File: config.mk
export PLATFORM = sky130hd
export DESIGN_NAME = nonrestoring_divider
export DESIGN_NICKNAME = d
export VERILOG_FILES = /design/src/rtl/nonrestoring_divider.sv
export SDC_FILE = /design/constraint.sdc
export NUM_CORES = 1
export LEC_CHECK = 0
export ABC_AREA = 1
export CORE_MARGIN = 4
export CORE_UTILIZATION = 25
export DETAILED_ROUTE_END_ITERATION = 8
export DONT_BUFFER_PORTS = 1
export PLACE_DENSITY = 0.36
export SYNTH_ARGS = -nofsm -noshare
export SYNTH_HDL_FRONTEND = slang
export SYNTH_SLANG_ARGS = --single-unit
File: constraint.sdc
create_clock -name clk -period 2.2 [get_ports clk]
set_input_delay 0.22 -clock clk [delete_from_list [all_inputs] [get_ports clk]]
set_output_delay 0.22 -clock clk [all_outputs]
set_load 0.01 [all_outputs]
File: src/rtl/nonrestoring_divider.sv
// Sequential non-restoring integer divider: one quotient bit per clock, early divide-by-zero/overflow exit.
// Define DIV_SIGNED_EN to compile in two's-complement operands (adds a SIGN fix-up state).
module nonrestoring_divider #(
  parameter int N  = 10,
  parameter int D  = 5,
  parameter int QW = 10
) (
  input  logic          clk,
  input  logic          rst,
  input  logic          start,
  input  logic          gotResult,
  input  logic [N-1:0]  dividend,
  input  logic [D-1:0]  divisor,
  output logic [QW-1:0] Q,
  output logic [D-1:0]  R,
  output logic          busy,
  output logic          done,
  output logic          divByZero,
  output logic          ov
);

  localparam int CNT_W = (N > 1) ? $clog2(N) : 1;
  localparam int CW    = (N > D) ? N : D;
  localparam logic [CNT_W-1:0] CNT_LAST = CNT_W'(N - 1);

  typedef enum logic [2:0] {
    S_IDLE = 3'd0,
    S_ITER = 3'd1,
    S_FIX  = 3'd2,
    S_SIGN = 3'd3,
    S_DONE = 3'd4
  } state_t;

  state_t           state_q, state_d;
  logic [D:0]       a_q, a_d;
  logic [D:0]       m_q, m_d;
  logic [N-1:0]     qr_q, qr_d;
  logic [CNT_W-1:0] cnt_q, cnt_d;
  logic [QW-1:0]    q_out_q, q_out_d;
  logic [D-1:0]     r_out_q, r_out_d;
  logic             busy_q, busy_d;
  logic             done_q, done_d;
  logic             dbz_q, dbz_d;
  logic             ov_q, ov_d;
`ifdef DIV_SIGNED_EN
  logic             neg_q_q, neg_q_d;
  logic             neg_r_q, neg_r_d;
`endif

  logic [N-1:0] dvd_mag;
  logic [D-1:0] dvs_mag;
  logic [CW-1:0] ov_lhs, ov_rhs;
  logic [D:0]   a_sh, a_step, a_fix;

  // Signed mode works on magnitudes; the overflow test loses one quotient bit to the sign.
`ifdef DIV_SIGNED_EN
  assign dvd_mag = dividend[N-1] ? -dividend : dividend;
  assign dvs_mag = divisor[D-1]  ? -divisor  : divisor;
  assign ov_lhs  = CW'(dvd_mag >> (QW - 1));
`else
  assign dvd_mag = dividend;
  assign dvs_mag = divisor;
  assign ov_lhs  = CW'(dvd_mag >> QW);
`endif
  assign ov_rhs  = CW'(dvs_mag);

  always_comb begin
    state_d = state_q;
    a_d     = a_q;
    m_d     = m_q;
    qr_d    = qr_q;
    cnt_d   = cnt_q;
    q_out_d = q_out_q;
    r_out_d = r_out_q;
    dbz_d   = dbz_q;
    ov_d    = ov_q;
`ifdef DIV_SIGNED_EN
    neg_q_d = neg_q_q;
    neg_r_d = neg_r_q;
`endif
    // Partial remainder stays within [-M, M); the sign before the shift picks add or subtract.
    a_sh   = {a_q[D-1:0], qr_q[N-1]};
    a_step = a_q[D] ? (a_sh + m_q) : (a_sh - m_q);
    a_fix  = a_q[D] ? (a_q + m_q) : a_q;

    case (state_q)
      S_IDLE: begin
        if (start) begin
          qr_d    = dvd_mag;
          m_d     = {1'b0, dvs_mag};
          a_d     = '0;
          cnt_d   = '0;
          q_out_d = '0;
          r_out_d = '0;
`ifdef DIV_SIGNED_EN
          neg_q_d = dividend[N-1] ^ divisor[D-1];
          neg_r_d = dividend[N-1];
`endif
          dbz_d = (dvs_mag == '0);
          ov_d  = (dvs_mag != '0) && (ov_lhs >= ov_rhs);
          if ((dvs_mag == '0) || (ov_lhs >= ov_rhs)) begin
            state_d = S_DONE;
          end else begin
            state_d = S_ITER;
          end
        end
      end
      S_ITER: begin
        a_d     = a_step;
        qr_d    = qr_q << 1;
        qr_d[0] = ~a_step[D];
        if (cnt_q == CNT_LAST) begin
          state_d = S_FIX;
        end else begin
          cnt_d = cnt_q + CNT_W'(1);
        end
      end
      S_FIX: begin
        a_d     = a_fix;
        r_out_d = a_fix[D-1:0];
        q_out_d = qr_q[QW-1:0];
`ifdef DIV_SIGNED_EN
        state_d = S_SIGN;
`else
        state_d = S_DONE;
`endif
      end
`ifdef DIV_SIGNED_EN
      S_SIGN: begin
        if (neg_q_q) q_out_d = -q_out_q;
        if (neg_r_q) r_out_d = -r_out_q;
        state_d = S_DONE;
      end
`endif
      S_DONE: begin
        if (gotResult) begin
          state_d = S_IDLE;
          dbz_d   = 1'b0;
          ov_d    = 1'b0;
        end
      end
      default: state_d = S_IDLE;
    endcase

    busy_d = (state_d == S_ITER) || (state_d == S_FIX) || (state_d == S_SIGN);
    done_d = (state_d == S_DONE);
  end

  always_ff @(posedge clk) begin
    if (rst) begin
      state_q <= S_IDLE;
      a_q     <= '0;
      m_q     <= '0;
      qr_q    <= '0;
      cnt_q   <= '0;
      q_out_q <= '0;
      r_out_q <= '0;
      busy_q  <= 1'b0;
      done_q  <= 1'b0;
      dbz_q   <= 1'b0;
      ov_q    <= 1'b0;
`ifdef DIV_SIGNED_EN
      neg_q_q <= 1'b0;
      neg_r_q <= 1'b0;
`endif
    end else begin
      state_q <= state_d;
      a_q     <= a_d;
      m_q     <= m_d;
      qr_q    <= qr_d;
      cnt_q   <= cnt_d;
      q_out_q <= q_out_d;
      r_out_q <= r_out_d;
      busy_q  <= busy_d;
      done_q  <= done_d;
      dbz_q   <= dbz_d;
      ov_q    <= ov_d;
`ifdef DIV_SIGNED_EN
      neg_q_q <= neg_q_d;
      neg_r_q <= neg_r_d;
`endif
    end
  end

  assign Q         = q_out_q;
  assign R         = r_out_q;
  assign busy      = busy_q;
  assign done      = done_q;
  assign divByZero = dbz_q;
  assign ov        = ov_q;

endmodule

==> results.py, run 1 <==
metrics = {
    "routing": {
        "drtIter0Drc": 135,
        "wl_per_cell_um": 14.21,
        "drt_pass1_iterations": 4,
        "routed_wirelength_mm": 6.493,
        "ant_nets": 0,
        "vias": 2038,
        "drcViolationCount": 0,
        "avgViaCountPerCell": 4.460,
    },
    "pwr": {
        "powerDensity_nw_per_um2": 706.2,
        "power_frac_comb_pct": 19.8,
        "pwr-share-seq_pct": 49.4,
        "p_sw_mw": 0.6036,
        "p_sw_share_pct": 31.91,
        "p_int_mw": 1.288,
        "p_clk_share_pct": 30.7,
        "leakage_nw": 1.061,
        "ir_drop_v": 0.0001972,
    },
    "status": {
        "outcome": "completed",
    },
    "finish": {
        "drive_gt1_share_pct": 12.80,
        "antennaDiodeCount": 0,
        "fin_util_pct": 28.85,
        "instances_no_fill": 457,
        "final_nets": 362,
        "area_growth_pct": 11.92,
    },
    "synthesis": {
        "syn-cell-area_um2": 2394,
        "synthFlopType": "dfxtp_1",
        "yosysMostFrequentCell": "nand2_1",
        "synthArstFlopShare_pct": 0,
        "synth-edff-count": 0,
        "ys_ff_latch": 47,
        "syn_area_per_cell_um2": 7.387,
        "ys_seq_area_share_pct": 39.31,
        "syn-instance-count": 324,
        "synth.area.top_cells": "dfxtp_1, nand2_1, a21oi_1",
        "synth_top_area_share_pct": 39.31,
        "yosys.area.top_type": "dfxtp_1",
        "syn_nets": 359,
        "synth_cell_types": 31,
        "synth_common_cells": "nand2_1, dfxtp_1, a21oi_1, inv_1, nor2_1",
        "yosysWarnings": 0,
    },
    "timing": {
        "slew-limit-headroom_pct": 74.13,
        "setup_viol": 0,
        "hold_violations": 0,
        "post-route-period-util_pct": 90.35,
        "rsz0062_at_grt": "false",
        "tightest_slew_ns": 0.3872,
        "fmax_ghz": 0.5031,
        "holdWs_ns": 0.06785,
        "skew_ns": 0.008364,
        "setup_tns_ns": 0,
        "slew_violations": 0,
        "layout_min_cycle_time_ns": 1.988,
    },
    "placed_design": {
        "gp_congestion": 0.8202,
        "port-buffer-count": 0,
        "placedCellCount": 447,
        "dpl.hpwl_mm": 4.669,
    },
    "floorplanning": {
        "std_cell_rows": 35,
        "dieHeight_um": 105.8,
        "io-pin-count": 38,
        "core_um2": 9284,
        "die_x_um": 105.8,
        "initial_core_util_pct": 25.78,
        "dieArea_um2": 11200,
    },
    "critical_path": {
        "crit_arrival_ns": 2.20,
        "path_max_fanout": 4,
        "path_class": "reg -> reg",
        "startpoint_type": "flip-flop",
        "cp_data_required_time_ns": 2.41,
        "cp-end-kind": "flip-flop",
    },
    "global_route": {
        "grt_max_degree": 37,
        "antenna_found_initial": 0,
        "grt_first_pass_wirelength_mm": 10.93,
        "grt_pass1_vias": 2079,
        "grt.overflow.total": 0,
        "track_usage_pct": 12.22,
    },
    "clocking": {
        "cts-root-buf": "clkbuf_8",
        "htreeDepth": 2,
        "clockBufferDepth": 2,
        "cts_buffers": 5,
        "clk_latency_ns": 0.31,
        "cts_tree": "done",
        "path_clk_slew_ns": 0.10,
        "cts_sinks": 47,
    },
    "job": {
        "maxCapViolCount": 0,
    },
    "hold_path": {
        "hold_path.class": "in -> reg",
    },
}
[through the flow]
step	total power, mW	worst slack, ns	area, um2
final	1.892	0.2123	2679
after global routing	2.014	0.002011	2679
after CTS	1.912	0.08966	2643
after detailed placement	1.304	0.1188	2526
after global placement	1.311	0.1445	2526
after floorplan	1.225	0.3191	2394
[per-layer routing]
layer | vias to the layer above | track usage [%] | wire length (um)
met5 | - | 0 | 0
met4 | 0 | 2.775 | 60
met3 | 6 | 3.246 | 280
met2 | 26 | 20.04 | 3032
met1 | 931 | 16.05 | 3119
li1 | 1075 | - | -
[cells in the final DEF, fill, tap and decap left out, drive strengths merged, types with 2 or more instances in the layout]
cell / netlist / routed
nand2: 92 / 92
dfxtp: 47 / 47
a21oi: 40 / 40
inv: 32 / 33
nor2: 25 / 25
nand3: 15 / 15
ha: 14 / 14
o21ai: 14 / 14
a31oi: 13 / 13
nor3: 8 / 8
clkbuf: 3 / 6
buf: 7 / 6
xor2: 3 / 3
or2: 3 / 3
nor3b: 3 / 3
fa: 2 / 2
[state kept, by name (all words and copies together), names as in the netlist]
register and flops:
a_q 6, divByZero 1, ov 1, busy 1
R 5, qr_q 10, state_q 3, cnt_q 4
done 1, m_q 5, Q 10
[path summary, 6_finish.rpt]
kind	startpoint	endpoint	slack (ns)	cells past startpoint
worst min register to register	qr_q[1]	Q[1]	0.49	2
worst max-delay path	m_q[1]	qr_q[0]	0.21	14
worst min-delay path	dividend[8]	qr_q[8]	0.07	2
worst max register to register	m_q[1]	qr_q[0]	0.21	14
[cells by family (layout without fill, tap and decap cells)]
family          Yosys count  after routing  share of synthesized area, %
simple gates            146            146                         27.18
compound gates           69             69                         15.37
flops                    47             47                         39.31
buf+inv                  42             46                         7.684
fa+ha+maj                16             16                         8.991
xor+xnor                  4              4                         1.464
[critical path: stages, from the launching register on]
cell and delay [ns]:
dfxtp_4 0.37, inv_1 0.09, ha_2 0.22, a31oi_2 0.10, xor2_1 0.16, ha_1 0.35, nand2_1 0.08, nor2_1 0.09
nand2_1 0.05, nand3_1 0.08, inv_1 0.04, nand2_1 0.05, nand3_1 0.08, nand2_1 0.07, a21oi_1 0.05
[power by group through the flow]
stage	clock network, mW	registers, mW	logic [mW]
2_1_floorplan	0	0.940	0.285
3_3_place_gp	0	0.957	0.354
3_5_place_dp	0	0.955	0.349
4_1_cts	0.611	0.936	0.365
5_1_grt	0.635	0.941	0.438
6_report	0.581	0.935	0.375
[cell type report]
class | instances | area, um2
flip-flops and latches | 47 | 945.9
inverters | 32 | 125.1
fillers | 1069 | 6605
clock inverters | 2 | 13.76
repair buffers | 6 | 57.56
well taps | 129 | 161.4
clock buffers | 6 | 82.58
multi-input cells | 235 | 1292
[repair_timing]
action                     4_1_cts  5_1_grt
gates resized for setup          0       10
hold buffers                     1        0
hold endpoints to repair        36        0
setup buffers                    0        1
setup endpoints to repair        0        4
Power figures use the tool's default switching activity.
==> run 2, diff against run 1 <==
- CORE_MARGIN: 4 -> unset
==> run 2 against run 1 <==
  * Via count decreased by 0.54%
  * Worst hold slack better by 0.00054 ns
  * Sequential power about the same
  * Highest routed layer unchanged
  * Utilization is 0.54 points higher
  * Maximum frequency shrank 2.1%
  * Largest cell class unchanged
  * Global-route usage grew 1.7 points
==> results.py, run 2 (same netlist as run 1, synthesis figures left out) <==
metrics = {
    "finish": {
        "drive_gt1_share_pct": 13.37,
        "area_growth_pct": 13.49,
        "antennaDiodeCount": 0,
        "layout_common_cells": "nand2_1, dfxtp_1, a21oi_1, inv_1, nor2_1",
        "instances_no_fill": 458,
        "final_nets": 363,
        "layout_commonest_cell": "nand2_1",
    },
    "floorplanning": {
        "dieArea_um2": 9969,
        "io-pin-count": 38,
        "initial_core_util_pct": 25.90,
        "std_cell_rows": 35,
        "die_x_um": 99.85,
        "core_um2": 9240,
        "dieHeight_um": 99.85,
    },
    "critical_path": {
        "r2r_slack_ns": 0.17,
        "cp-end-kind": "flip-flop",
        "startpoint_type": "flip-flop",
        "cp-startpoint": "a_q[0]",
        "reg2reg_from": "a_q[0]",
        "crit_arrival_ns": 2.21,
        "crit_path_end": "a_q[4]",
        "r2r-end": "a_q[4]",
        "path_class": "reg -> reg",
        "cp_data_required_time_ns": 2.38,
        "path_max_fanout": 2,
        "r2r_cells": 8,
    },
    "placed_design": {
        "placedCellCount": 448,
        "place_ws_ns": 0.1307,
        "gp_congestion": 0.7970,
        "port-buffer-count": 0,
        "dpl.hpwl_mm": 4.646,
    },
    "clocking": {
        "cts_buffers": 5,
        "htreeDepth": 2,
        "clockBufferDepth": 2,
        "cts_tree": "done",
        "clk_latency_ns": 0.31,
        "path_clk_slew_ns": 0.10,
        "cts-root-buf": "clkbuf_8",
        "cts_sinks": 47,
    },
    "timing": {
        "post-route-period-util_pct": 92.30,
        "setup_slack_ns": 0.1693,
        "rsz0062_at_grt": "false",
        "tightest_slew_ns": 0.4402,
        "setup_viol": 0,
        "slew_violations": 0,
        "slew-limit-headroom_pct": 70.35,
        "fmax_ghz": 0.4925,
        "hold_violations": 0,
        "layout_min_cycle_time_ns": 2.031,
        "setup_tns_ns": 0,
        "skew_ns": 0.01085,
    },
    "routing": {
        "wl_per_cell_um": 14.02,
        "drtIter0Drc": 66,
        "drt_pass1_iterations": 4,
        "avgViaCountPerCell": 4.426,
        "wl_met2_mm": 3.082,
        "ant_nets": 0,
        "vias": 2027,
        "routed-wl-met3_um": 203,
        "highest_layer": "met4",
        "drcViolationCount": 0,
        "met1_length_mm": 3.064,
        "routed_wirelength_mm": 6.421,
    },
    "global_route": {
        "grt.overflow.total": 0,
        "track_usage_pct": 13.93,
        "grt_pass1_vias": 2092,
        "grt_max_degree": 37,
        "grt_first_pass_wirelength_mm": 10.69,
        "antenna_found_initial": 0,
    },
    "pwr": {
        "p_int_mw": 1.413,
        "pwr-share-seq_pct": 46.3,
        "leakage_nw": 1.077,
        "p_clk_share_pct": 34.7,
        "p_sw_mw": 0.6096,
        "ir_drop_v": 0.0003066,
        "power_frac_comb_pct": 18.9,
        "p_sw_share_pct": 30.13,
        "powerDensity_nw_per_um2": 744.7,
    },
    "status": {
        "outcome": "completed",
    },
    "job": {
        "maxCapViolCount": 0,
    },
    "hold_path": {
        "hold_path.class": "in -> reg",
    },
}
[run 2: changes by cell type in the layout (fill, tap and decap cells not counted), sizes merged]
cell    delta
clkinv     -1
bufinv     +1
buf        +1
[run 2: worst min-delay path by stage]
stage	from	cells after the start	end	slack, ns
after floorplan	divisor[4]	2	m_q[4]	0.38
after global placement	rst	1	Q[4]	0.29
after detailed placement	rst	1	Q[5]	0.29
after CTS	dividend[3]	2	qr_q[3]	0.06
after global routing	dividend[2]	2	qr_q[2]	0.06
final	dividend[3]	2	qr_q[3]	0.07
[run 2: what timing repair did]
action                     CTS  global route
setup endpoints to repair    0             4
buffers inserted             0             1
resized for setup            0            12
hold endpoints to repair    36             0
hold buffers                 1             0
[run 2: stage by stage]
step | hold WS [ns] | power (mW) | util (%) | cell area [um2]
after floorplan | 0.3848 | 1.225 | - | 2394
after global placement | 0.2922 | 1.310 | 27.42 | 2534
after detailed placement | 0.2945 | 1.306 | 27.42 | 2534
after CTS | 0.06151 | 2.032 | 28.95 | 2675
after global routing | 0.06008 | 2.152 | 29.40 | 2716
final | 0.06838 | 2.023 | 29.40 | 2716
[run 2: layout make-up]
cell class	instances	area (um2)
well taps	129	161.4
fillers	1062	6524
inverters	32	125.1
repair buffers	7	65.06
flip-flops and latches	47	947.2
clock buffers	6	82.58
clock inverters	2	38.79
multi-input cells	235	1296
[run 2: power groups by stage]
stage / Clock (mW) / Combinational [mW] / Sequential (mW)
final: 0.703 / 0.383 / 0.937
after detailed placement: 0 / 0.350 / 0.956
after CTS: 0.728 / 0.367 / 0.937
after global placement: 0 / 0.353 / 0.957
after floorplan: 0 / 0.285 / 0.940
after global routing: 0.764 / 0.443 / 0.945
[run 2: worst max-delay path: stages (launching register included)]
cell and delay [ns]:
dfxtp_1 0.34, ha_1 0.23, fa_1 0.39, nand2_1 0.09
nand2_1 0.05, a21oi_1 0.23, nor2_1 0.06, o21ai_0 0.39
a21oi_1 0.12
[run 2: routing by layer]
layer | up-vias | GRT usage (%)
li1 | 1076 | -
met1 | 922 | 17.50
met2 | 23 | 23.87
met3 | 6 | 3.134
met4 | 0 | 3.959
met5 | - | 0
==> run 3, diff against run 2 <==
- HOLD_SLACK_MARGIN: unset -> 0.12
- SLEW_MARGIN: unset -> 30
==> run 3 against run 2 <==
  * Utilization is 1.3 points higher
  * Via count is 2.4% higher
  * Critical path depth stayed put
  * Critical path type unchanged
==> results.py, run 3 (same netlist as run 1, synthesis figures left out) <==
metrics = {
    "critical_path": {
        "reg2reg_from": "a_q[0]",
        "crit_arrival_ns": 2.16,
        "crit_chain": "ha_1 -> fa_1 -> nand2_1 -> nand2_1 -> a21oi_1 -> nor2_1 -> o21ai_0 -> a21oi_1",
        "r2r-end": "a_q[4]",
        "cp-end-kind": "flip-flop",
        "critPathTopFamily": "compound AO/OA/AOI/OAI gates",
        "cp-startpoint": "a_q[0]",
        "slowest_delay_ns": 0.39,
        "r2r_slack_ns": 0.22,
        "startpoint_type": "flip-flop",
        "cp_data_required_time_ns": 2.39,
        "cpMaxStageDelayCell": "fa_1",
        "path_max_fanout": 2,
        "r2r_cells": 8,
        "path_class": "reg -> reg",
        "crit_path_end": "a_q[4]",
        "cp_num_cells": 8,
        "path_buf_inv": 0,
    },
    "global_route": {
        "antenna_found_initial": 0,
        "grt_busiest_layer": "met2",
        "met1_usage_pct": 17.84,
        "track_usage_pct": 14.09,
        "use_met3_pct": 2.994,
        "use_met2_pct": 24.14,
        "grt_first_pass_wirelength_mm": 10.85,
        "grt_pass1_vias": 2133,
        "grt.overflow.total": 0,
        "grt_max_degree": 37,
    },
    "floorplanning": {
        "dieArea_um2": 9969,
        "io-pin-count": 38,
        "initial_core_util_pct": 25.90,
        "die_x_um": 99.85,
        "core_um2": 9240,
        "std_cell_rows": 35,
        "dieHeight_um": 99.85,
    },
    "pwr": {
        "leakage_nw": 1.128,
        "power_frac_comb_pct": 19.6,
        "pwr-share-seq_pct": 45.9,
        "p_clk_share_pct": 34.5,
        "p_sw_share_pct": 30.11,
        "powerDensity_nw_per_um2": 720.1,
        "p_int_mw": 1.427,
        "ir_drop_v": 0.0003065,
        "total_power_mw": 2.043,
        "p_sw_mw": 0.6151,
    },
    "status": {
        "outcome": "completed",
    },
    "routing": {
        "drtIter0Drc": 95,
        "ant_nets": 0,
        "drcViolationCount": 0,
        "avgViaCountPerCell": 4.417,
        "vias": 2076,
        "routed_wirelength_mm": 6.446,
        "wl_per_cell_um": 13.71,
        "drt_pass1_iterations": 4,
    },
    "clocking": {
        "cts_tree": "done",
        "cts_buffers": 5,
        "clockBufferDepth": 2,
        "htreeDepth": 2,
        "clk_latency_ns": 0.31,
        "cts_sinks": 47,
        "cts-root-buf": "clkbuf_8",
        "path_clk_slew_ns": 0.10,
    },
    "timing": {
        "skew_ns": 0.01104,
        "slew-limit-headroom_pct": 72.81,
        "rsz0062_at_grt": "false",
        "setup_tns_ns": 0,
        "slew_violations": 0,
        "layout_min_cycle_time_ns": 1.977,
        "hold_violations": 0,
        "post-route-period-util_pct": 89.86,
        "fmax_ghz": 0.5058,
        "tightest_slew_ns": 0.4069,
        "setup_viol": 0,
    },
    "finish": {
        "register_area_um2": 947.2,
        "layout_commonest_cell": "nand2_1",
        "fillers": 1052,
        "multi_input_area_um2": 1296,
        "final_nets": 375,
        "fin_util_pct": 30.70,
        "layout_common_cells": "nand2_1, dfxtp_1, a21oi_1, inv_1, nor2_1",
        "drive_gt1_share_pct": 12.90,
        "area_growth_pct": 18.50,
        "antennaDiodeCount": 0,
    },
    "job": {
        "maxCapViolCount": 0,
    },
    "hold_path": {
        "hold_path.class": "in -> reg",
    },
    "placed_design": {
        "port-buffer-count": 0,
        "dpl.hpwl_mm": 4.646,
        "gp_congestion": 0.7970,
    },
}
run 3: cell types whose count changed in the layout (fill, tap and decap cells not counted), sizes merged:
cell         change
dlygate4sd3     +12
run 3: what timing repair did:
action / CTS / global route
gates resized for setup: 0 / 12
setup buffers: 0 / 1
hold buffers: 13 / 0
endpoints found under the setup margin: 0 / 4
endpoints found under the hold margin: 39 / 0
run 3: layer usage:
metal / vias up / wire length [um]
li1: 1100 / -
met1: 948 / 3118
met2: 22 / 3061
met3: 6 / 196
met4: 0 / 71
met5: - / 0
run 3: stage by stage:
stage / hold WS (ns) / setup WS [ns] / area, um2 / std cells
after floorplan: 0.3848 / 0.3191 / 2394 / 324
after global placement: 0.2922 / 0.1529 / 2534 / 448
after detailed placement: 0.2945 / 0.1307 / 2534 / 448
after CTS: 0.1212 / 0.1093 / 2795 / 469
after global routing: 0.1348 / 0.002619 / 2836 / 470
final: 0.1168 / 0.2230 / 2836 / 470
run 3: power groups by stage:
stage / Combinational, mW / Clock [mW] / Sequential (mW)
6_report: 0.400 / 0.705 / 0.937
5_1_grt: 0.461 / 0.764 / 0.945
4_1_cts: 0.385 / 0.728 / 0.937
3_5_place_dp: 0.350 / 0 / 0.956
3_3_place_gp: 0.353 / 0 / 0.957
2_1_floorplan: 0.285 / 0 / 0.940
run 3: area by class of cell:
type	count	share of cell area, %
Multi-Input combinational cell	235	45.70
Clock inverter	2	1.367
Tap cell	129	5.690
Timing Repair Buffer	19	6.528
Inverter	32	4.411
Clock buffer	6	2.911
Sequential cell	47	33.39
run 3: worst min-delay path by stage:
stage | startpoint | to | slack (ns) | depth (start not counted)
after CTS | divisor[0] | m_q[0] | 0.12 | 2
after global placement | rst | Q[4] | 0.29 | 1
after floorplan | divisor[4] | m_q[4] | 0.38 | 2
after global routing | gotResult | done | 0.13 | 3
after detailed placement | rst | Q[5] | 0.29 | 1
final | divisor[0] | m_q[0] | 0.12 | 2
